`src/rtl/seg7_pkg.sv`:
```
// rtl/seg7_pkg.sv - shared constants and hex-to-segment lookup for the seven-segment driver
// Contents: SEG_BLANK (all segments off, active-low), SEG_LUT (16-entry active-low
// a..g table with dp off), hex_to_seg(nibble, dp) -> 8-bit active-low segment code.
package seg7_pkg;

  localparam logic [7:0] SEG_BLANK = 8'hFF;

  // Index = hex value; bit0..6 = a..g, bit7 = dp (1 = off).
  localparam logic [7:0] SEG_LUT [16] = '{
    8'hC0, 8'hF9, 8'hA4, 8'hB0, 8'h99, 8'h92, 8'h82, 8'hF8,
    8'h80, 8'h90, 8'h88, 8'h83, 8'hC6, 8'hA1, 8'h86, 8'h8E
  };

  function automatic logic [7:0] hex_to_seg(input logic [3:0] nibble, input logic dp);
    logic [7:0] code;
    code    = SEG_LUT[nibble];
    code[7] = ~dp;
    return code;
  endfunction

endpackage

```
`src/rtl/seg7_encoder.sv`:
```
// rtl/seg7_encoder.sv - combinational nibble + decimal point to active-low segment code
// Ports: nibble (4) hex digit in, dp (1) decimal point lit, seg (8) active-low a..g,dp out.
module seg7_encoder
  import seg7_pkg::*;
(
  input  logic [3:0] nibble,
  input  logic       dp,
  output logic [7:0] seg
);

  assign seg = hex_to_seg(nibble, dp);

endmodule

```
`src/rtl/seg7_mux_driver.sv`:
```
// rtl/seg7_mux_driver.sv - time-multiplexed hex driver for a seven-segment bank
// Ports: clk, RESET (sync, active-high); NUMBER (4*DIGITS) hex nibbles, DP (DIGITS)
// decimal points, AN_MASK (DIGITS) force-dark, BLANK_LZ leading-zero blank, BRIGHT
// (BRIGHT_W) PWM duty; AN (DIGITS) digit enables, SEG (8) segments, FRAME_TICK pulse
// after the scan wraps. AN/SEG/FRAME_TICK are registered.
module seg7_mux_driver
  import seg7_pkg::*;
#(
  parameter int DIGITS      = 8,
  parameter int REFRESH_DIV = 1000,
  parameter int BRIGHT_W    = 4,
  parameter bit ACTIVE_LOW  = 1'b1
) (
  input  logic                  clk,
  input  logic                  RESET,
  input  logic [4*DIGITS-1:0]   NUMBER,
  input  logic [DIGITS-1:0]     DP,
  input  logic [DIGITS-1:0]     AN_MASK,
  input  logic                  BLANK_LZ,
  input  logic [BRIGHT_W-1:0]   BRIGHT,
  output logic [DIGITS-1:0]     AN,
  output logic [7:0]            SEG,
  output logic                  FRAME_TICK
);

  localparam int IDX_W   = (DIGITS > 1) ? $clog2(DIGITS) : 1;
  localparam int PRESC_W = $clog2(REFRESH_DIV);
  localparam logic [IDX_W-1:0]   LAST_IDX   = IDX_W'(DIGITS - 1);
  localparam logic [PRESC_W-1:0] LAST_PRESC = PRESC_W'(REFRESH_DIV - 1);
  // Everything is built active-low internally; active-high builds flip at the output register.
  localparam bit INV = !ACTIVE_LOW;

  logic [PRESC_W-1:0]  presc;
  logic [IDX_W-1:0]    idx;
  logic [BRIGHT_W-1:0] pwm_cnt;
  logic [4*DIGITS-1:0] shadow_num;
  logic [DIGITS-1:0]   shadow_dp;

  logic                presc_term;
  logic                frame_edge;
  logic [3:0]          cur_nib;
  logic                cur_dp;
  logic                cur_mask;
  logic                cur_blank;
  logic [DIGITS-1:0]   upper_zero;
  logic [DIGITS-1:0]   an_sel_low;
  logic                lit;
  logic                an_on;
  logic [7:0]          enc_seg;
  logic [DIGITS-1:0]   an_next_low;
  logic [7:0]          seg_next_low;

  assign presc_term = (presc == LAST_PRESC);
  assign frame_edge = presc_term && (idx == LAST_IDX);

  // upper_zero[i] = shadow nibbles i..DIGITS-1 are all zero.
  always_comb begin
    logic run;
    run        = 1'b1;
    upper_zero = '0;
    for (int i = DIGITS - 1; i >= 0; i--) begin
      run           = run && (shadow_num[4*i +: 4] == 4'h0);
      upper_zero[i] = run;
    end
  end

  always_comb begin
    cur_nib    = 4'h0;
    cur_dp     = 1'b0;
    cur_mask   = 1'b0;
    cur_blank  = 1'b0;
    an_sel_low = '1;
    for (int i = 0; i < DIGITS; i++) begin
      if (idx == IDX_W'(i)) begin
        cur_nib       = shadow_num[4*i +: 4];
        cur_dp        = shadow_dp[i];
        cur_mask      = AN_MASK[i];
        cur_blank     = BLANK_LZ && (i != 0) && upper_zero[i];
        an_sel_low[i] = 1'b0;
      end
    end
  end

  seg7_encoder u_encoder (
    .nibble (cur_nib),
    .dp     (cur_dp),
    .seg    (enc_seg)
  );

  assign lit          = (BRIGHT == '1) || (pwm_cnt < BRIGHT);
  assign an_on        = lit && !cur_blank && !cur_mask;
  // Segments follow the anode so a dark slot never ghosts the previous digit.
  assign an_next_low  = an_on ? an_sel_low : '1;
  assign seg_next_low = an_on ? enc_seg : SEG_BLANK;

  always_ff @(posedge clk) begin
    if (RESET) begin
      presc      <= '0;
      idx        <= '0;
      pwm_cnt    <= '0;
      FRAME_TICK <= 1'b0;
      shadow_num <= NUMBER;
      shadow_dp  <= DP;
      AN         <= {DIGITS{1'b1}} ^ {DIGITS{INV}};
      SEG        <= SEG_BLANK ^ {8{INV}};
    end else begin
      pwm_cnt    <= pwm_cnt + 1'b1;
      FRAME_TICK <= frame_edge;
      AN         <= an_next_low ^ {DIGITS{INV}};
      SEG        <= seg_next_low ^ {8{INV}};
      if (presc_term) begin
        presc <= '0;
        idx   <= (idx == LAST_IDX) ? '0 : idx + 1'b1;
      end else begin
        presc <= presc + 1'b1;
      end
      // New display data is only taken at the frame boundary, so a frame never mixes old and new.
      if (frame_edge) begin
        shadow_num <= NUMBER;
        shadow_dp  <= DP;
      end
    end
  end

endmodule

```
`config.mk`:
```
export PLATFORM = sky130hd
export DESIGN_NAME = seg7_mux_driver
export DESIGN_NICKNAME = d
export VERILOG_FILES = /design/src/rtl/seg7_pkg.sv /design/src/rtl/seg7_encoder.sv /design/src/rtl/seg7_mux_driver.sv
export SDC_FILE = /design/constraint.sdc
export NUM_CORES = 1
export LEC_CHECK = 0
export ABC_AREA = 1
export BUFFER_PORTS_ARGS = -buffer_cell sky130_fd_sc_hd__buf_2
export CORE_UTILIZATION = 45
export DETAILED_ROUTE_END_ITERATION = 10
export PLACE_DENSITY = 0.68
export SYNTH_ARGS = -nofsm -noshare
export SYNTH_HDL_FRONTEND = slang
export SYNTH_SLANG_ARGS = --single-unit
```
`constraint.sdc`:
```
create_clock -name clk -period 6.45 [get_ports clk]
set_input_delay 1.29 -clock clk [delete_from_list [all_inputs] [get_ports clk]]
set_output_delay 1.29 -clock clk [all_outputs]
set_load 0.02 [all_outputs]
```
# After elaboration in Yosys (flattened, before gate mapping)
# Memories as Yosys holds them, arrays and structs flattened. A register that Yosys moved wholly into a read port is not among the register bits.
# Cells that the tools add are included.
# word_totals
ramBits,0
n_memories,1
inputBits,55
rom_bits,128
latchBits,0
register_bits,74
output_inout_bits,17
elab_cells,102
# memory_table
memory,depth,word_bits,rd,rd_ports_with_merged_regs,wr,line,source
(no name shown),16,8,1,1,0,seg7_pkg.sv:16,code = SEG_LUT[nibble];
# op_classes
add_sub_neg,3
bitwise_logic,3
n_reduce_logical,30
magnitude_cmp,2
eq_ne,9
div_mod_pow,0
n_mux,46
n_shift,0
n_mul,0
# ops
cell,n
32-bit 2-to-1 mux,2
4-bit 2-to-1 mux,8
1-bit 2-to-1 mux,31
4-bit logical NOT,7
1-bit logical AND,16
8-bit 2-to-1 mux,2
7-bit 2-to-1 mux,2
3-bit equality test (second input constant),4
10-bit by 1-bit adder with 10-bit output (second input constant),1
10-bit equality test (second input constant),1
3-bit by 2-bit equality test with 1-bit output (second input constant),2
5-bit >= comparator (second input constant),1
4-bit inverter with 5-bit output,1
4-bit by 1-bit adder with 4-bit output (second input constant),1
4-bit equality test (second input constant),1
4-bit < comparator,1
2-bit OR reduction,2
3-bit by 1-bit adder with 3-bit output (second input constant),1
3-bit by 1-bit equality test with 1-bit output (second input constant),1
3-bit logical NOT,1
3-bit 2-to-1 mux,1
1-bit logical NOT,2
1-bit inverter,2
2-bit nonzero test,1
1-bit logical OR,1

# Longest topological paths before layout
# depth
word_depth,20
mapped_depth,21
ltp_nobuf,21

# Modules after synthesis
# A second synthesis with hierarchy kept.
# hier_totals
hier_cells,360
hier_area_um2,3393.3
# by_module_without_submodules
mod,n_inst,seq_area_each_um2,area_each_um2,cells_per_inst
seg7_mux_driver,1,1881.8,3115.5,310
seg7_encoder,1,0.0,277.8,50

# Worst setup path after synthesis
# OpenSTA, ideal clock, no wires.
# synth_timing
kind,register to register
from,register presc[0]
to,register shadow_dp[0] (enable)
arrival_time_ns,3.907
path_slack_ns,2.051
path_stages_with_launch,6
period_less_slack_ns,4.399
setup_ns,0.493
t_required_ns,5.957
path_buffers,0
path_cell_list,dfxtp_1 > ha_1 > nand2_1 > nor4_1 > inv_1 > o21ai_0
# synth_via
elab_chain_len,3
# synth_rtl
item,line,source
start: declaration,seg7_mux_driver.sv:33,logic [PRESC_W-1:0] presc;
start signal: assignment,seg7_mux_driver.sv:115,presc <= presc + 1'b1;
10-bit equality test,seg7_mux_driver.sv:53,assign presc_term = (presc == LAST_PRESC);
1-bit logical AND,seg7_mux_driver.sv:54,assign frame_edge = presc_term && (idx == LAST_IDX);
2-bit nonzero test (no source line),-,
end signal: assignment,seg7_mux_driver.sv:103,shadow_dp <= DP;
end signal: assignment,seg7_mux_driver.sv:120,shadow_dp <= DP;
end: declaration,seg7_mux_driver.sv:37,logic [DIGITS-1:0] shadow_dp;
# Every way passes these cells.
# A chain may end at the register's enable or synchronous reset.

# Worst setup path after layout
# layout_timing
from,register idx[2]
to,register SEG[5]
# layout_via
elab_chain_len,13
elab_cells_between_ends,38
cone_classes,7 x eq/ne; 23 x mux; 2 x bitwise; 6 x reduce/logical
# layout_rtl
item,line,source
start: declaration,seg7_mux_driver.sv:34,logic [IDX_W-1:0] idx;
start signal: assignment,seg7_mux_driver.sv:113,idx <= (idx == LAST_IDX) ? '0 : idx + 1'b1;
3-bit by 1-bit equality test with 1-bit output / 3-bit logical NOT (equally long branches),seg7_mux_driver.sv:74,if (idx == IDX_W'(i)) begin
1-bit 2-to-1 mux (7 in a row),seg7_mux_driver.sv:74,
1-bit logical NOT / 1-bit 2-to-1 mux (equally long branches),"seg7_mux_driver.sv:91, seg7_mux_driver.sv:74",
1-bit logical AND / 1-bit logical NOT (equally long branches),seg7_mux_driver.sv:91,assign an_on = lit && !cur_blank && !cur_mask;
1-bit logical AND,seg7_mux_driver.sv:91,
1-bit inverter (no source line),-,
2-bit OR reduction (no source line),-,
end: declaration,seg7_mux_driver.sv:22,"output logic [7:0] SEG,"
# Several ways; a longest one is shown, not always the timed one.

==> flow_metrics.env <==
export IMPL_timing_rr_start="idx[2]$_SDFFE_PP0N_"
export IMPL_io_pin_count=72
export IMPL_drc=0
export IMPL_die_area_mm2=0.00820
export IMPL_hpwl_mm=5.11
export IMPL_vias=2788
export IMPL_syn_num_nets=480
export IMPL_ys_ff_latch=74
export IMPL_fp_row_count=31
export IMPL_final_layout_size_suffix_gt1_share_pct=21.6
export IMPL_die_x_um=90.6
export IMPL_yosys_top_cells_area="edfxtp_1 (34%), dfxtp_1 (19%), nand2_1 (13%)"
export IMPL_fillers=697
export IMPL_area_delta_synth_final_pct=18.0
export IMPL_yosysWarnings=0
export IMPL_wl_per_cell_um=11.7
export IMPL_post_cts_buffers=0
export IMPL_max_freq_ghz=0.350
export IMPL_setup_tns_final_ns=0
export IMPL_final_seq_area_mm2=0.00188
export IMPL_grt_pass1_wl_mm=11.4
export IMPL_cp_startpoint="idx[2]$_SDFFE_PP0N_"
export IMPL_grt_remaining_overflow=0
export IMPL_cts_buffer_depth=2
export IMPL_fin_crit_ns=2.86
export IMPL_final_common_cell="nand2_1"
export IMPL_drv_slew=0
export IMPL_outcome="finished, final reports clean"
export IMPL_clkSinkCount=74
export IMPL_drtIter0Drc=107
export IMPL_syn_inst=408
export IMPL_rsz0062_at_grt="no"
export IMPL_cts_buffers=9
export IMPL_holdCritStartpoint="presc[0]$_SDFF_PP0_"
export IMPL_die_y_um=90.6
export IMPL_start_util_pct=47.6
export IMPL_power_leakage_nw=1.94
export IMPL_final_cell_mix="nand2_1 (124), buf_2 (71), inv_1 (52)"
export IMPL_tritoncts="built"
export IMPL_required_ns=6.68
export IMPL_first_pass_iters=5
export IMPL_worstSetupEndpointType="register"
export IMPL_syn_area_mm2=0.00353
export IMPL_hold_buffers=0
export IMPL_routed_via_density=4.73
export IMPL_cp_max_fo=10
export IMPL_antenna_cells=0
export IMPL_ir_drop_mv=0.128
export IMPL_ys_seq_area_share_pct=53.3
export IMPL_critical_path_class="reg -> reg"
export IMPL_ant_nets=0
export IMPL_worstSkewPairLatency_ns=0.35
export IMPL_cp_arrival_ns=3.09
export IMPL_cp_start_kind="register"
export IMPL_power_density_mw_per_mm2=232
export IMPL_antenna_found_initial=0
export IMPL_path_clk_slew_ns=0.08
export IMPL_cts_root_buffer="clkbuf_8"
export IMPL_post_cts_resized=0
export IMPL_grt_pass1_vias=2592
export IMPL_cts_max_level=3
export IMPL_final_setup_viol_count=0
export IMPL_placed_area_mm2=0.00396
export IMPL_synth_area_per_cell_um2=8.65
export IMPL_numPortBuffers=71
export IMPL_max_slew_margin_rel_pct=66.3
export IMPL_ys_types=30
export IMPL_max_cap_viol_count=0
export IMPL_clock_skew_ns=0.0127
export IMPL_place_gp_congestion=0.900
export IMPL_wirelength_mm=6.89
export IMPL_hold_class="reg -> reg"
export IMPL_final_hold_violation_count=0
export IMPL_fin_crit_sh_pct=44.3
export IMPL_design_area_mm2=0.00416
export IMPL_r2r_slack_ns=3.59
export IMPL_core_area_mm2=0.00741
export IMPL_grt_start_max_net_pins=31
export IMPL_synth_area_leader_cell="edfxtp_1"
export IMPL_fin_nets=557
export IMPL_max_slew_worst_pin_slew_ns=0.501
export IMPL_yosysTopAreaCellShare_pct=34.0
export IMPL_grt_use_total_pct=18.1
export IMPL_multi_input_area_mm2=0.00138
registers in the layout, summed over array words and instances, names as in the netlist:
register    cells
pwm_cnt         4
shadow_num     32
idx             3
AN              8
shadow_dp       8
presc          10
FRAME_TICK      1
SEG             8
worst paths after layout:
kind	to	cells after the start
hold / removal	presc[0]$_SDFF_PP0_	1
setup reg to reg	SEG[5]$_SDFF_PP1_	12
setup / recovery	SEG[5]$_SDFF_PP1_	12
hold reg to reg	presc[0]$_SDFF_PP0_	1
metal layers:
layer | routed length (um) | vias up | part of all wire, % | track usage (%)
li1 | - | 1467 | - | -
met1 | 2970 | 1241 | 43 | 21.1
met2 | 3370 | 67 | 49 | 30.5
met3 | 411 | 13 | 6.0 | 6.40
met4 | 137 | 0 | 2.0 | 6.45
met5 | 0 | - | 0 | 0
layout make-up:
type                       count  share of cell area (%)
clock inverter                 4                    1.20
multi-input combinational    272                    33.1
inverter                      56                    5.05
clock buffer                  12                    3.73
timing repair buffer          72                    8.71
sequential                    74                    45.2
tap                           99                    2.97
cell families after synthesis:
kind of cell    synth area share [%]
compound gates                  5.00
xor+xnor                       0.745
fa+ha+maj                       6.03
buf+inv                         7.87
flops                           53.3
simple gates                    27.0
cell usage after synthesis:
cell / number
dfxtp_1: 34
a21oi_4: 1
ha_1: 17
or2_2: 4
inv_2: 3
and2_1: 1
buf_6: 6
nand2_1: 124
edfxtp_1: 40
nor4_1: 8
nor3_1: 5
o22ai_1: 1
xor2_1: 2
nor2_4: 1
and3_1: 1
a21oi_1: 11
nand2_2: 7
clkinv_1: 1
nor2_2: 1
a22oi_1: 1
xnor2_1: 1
nand3_1: 29
o211ai_1: 3
inv_1: 52
or2_1: 1
o21ai_0: 12
a221oi_1: 1
nand2_4: 1
nand4_1: 2
nor2_1: 37
worst max-delay path: stages, from the launching register on:
cell and delay (ns):
dfxtp_1 0.56, ha_1 0.48, clkinv_1 0.39, or2_2 0.38, nand2_1 0.20, inv_1 0.10, ha_1 0.22, nand2_1 0.11
o21ai_0 0.09, nand2_1 0.07, nand2_1 0.05, inv_1 0.04, nand2_1 0.04
metrics by stage:
stage / power, mW / setup slack, ns / hold WS (ns) / std cells / utilization, %
2_1_floorplan: 0.581 / 2.05 / 0.418 / 408 / -
3_3_place_gp: 0.611 / 3.55 / 0.429 / 573 / 53.4
3_5_place_dp: 0.612 / 3.45 / 0.441 / 573 / 53.4
4_1_cts: 0.978 / 3.56 / 0.453 / 589 / 56.2
5_1_grt: 1.01 / 3.27 / 0.488 / 589 / 56.2
6_report: 0.965 / 3.59 / 0.451 / 589 / 56.2
where the power goes:
part / internal [mW] / switching, mW / total (mW)
logic: 0.0296 / 0.0434 / 0.0730
clock network: 0.200 / 0.163 / 0.363
registers: 0.519 / 0.00932 / 0.529
No activity file was read; power rests on OpenSTA's default activity.
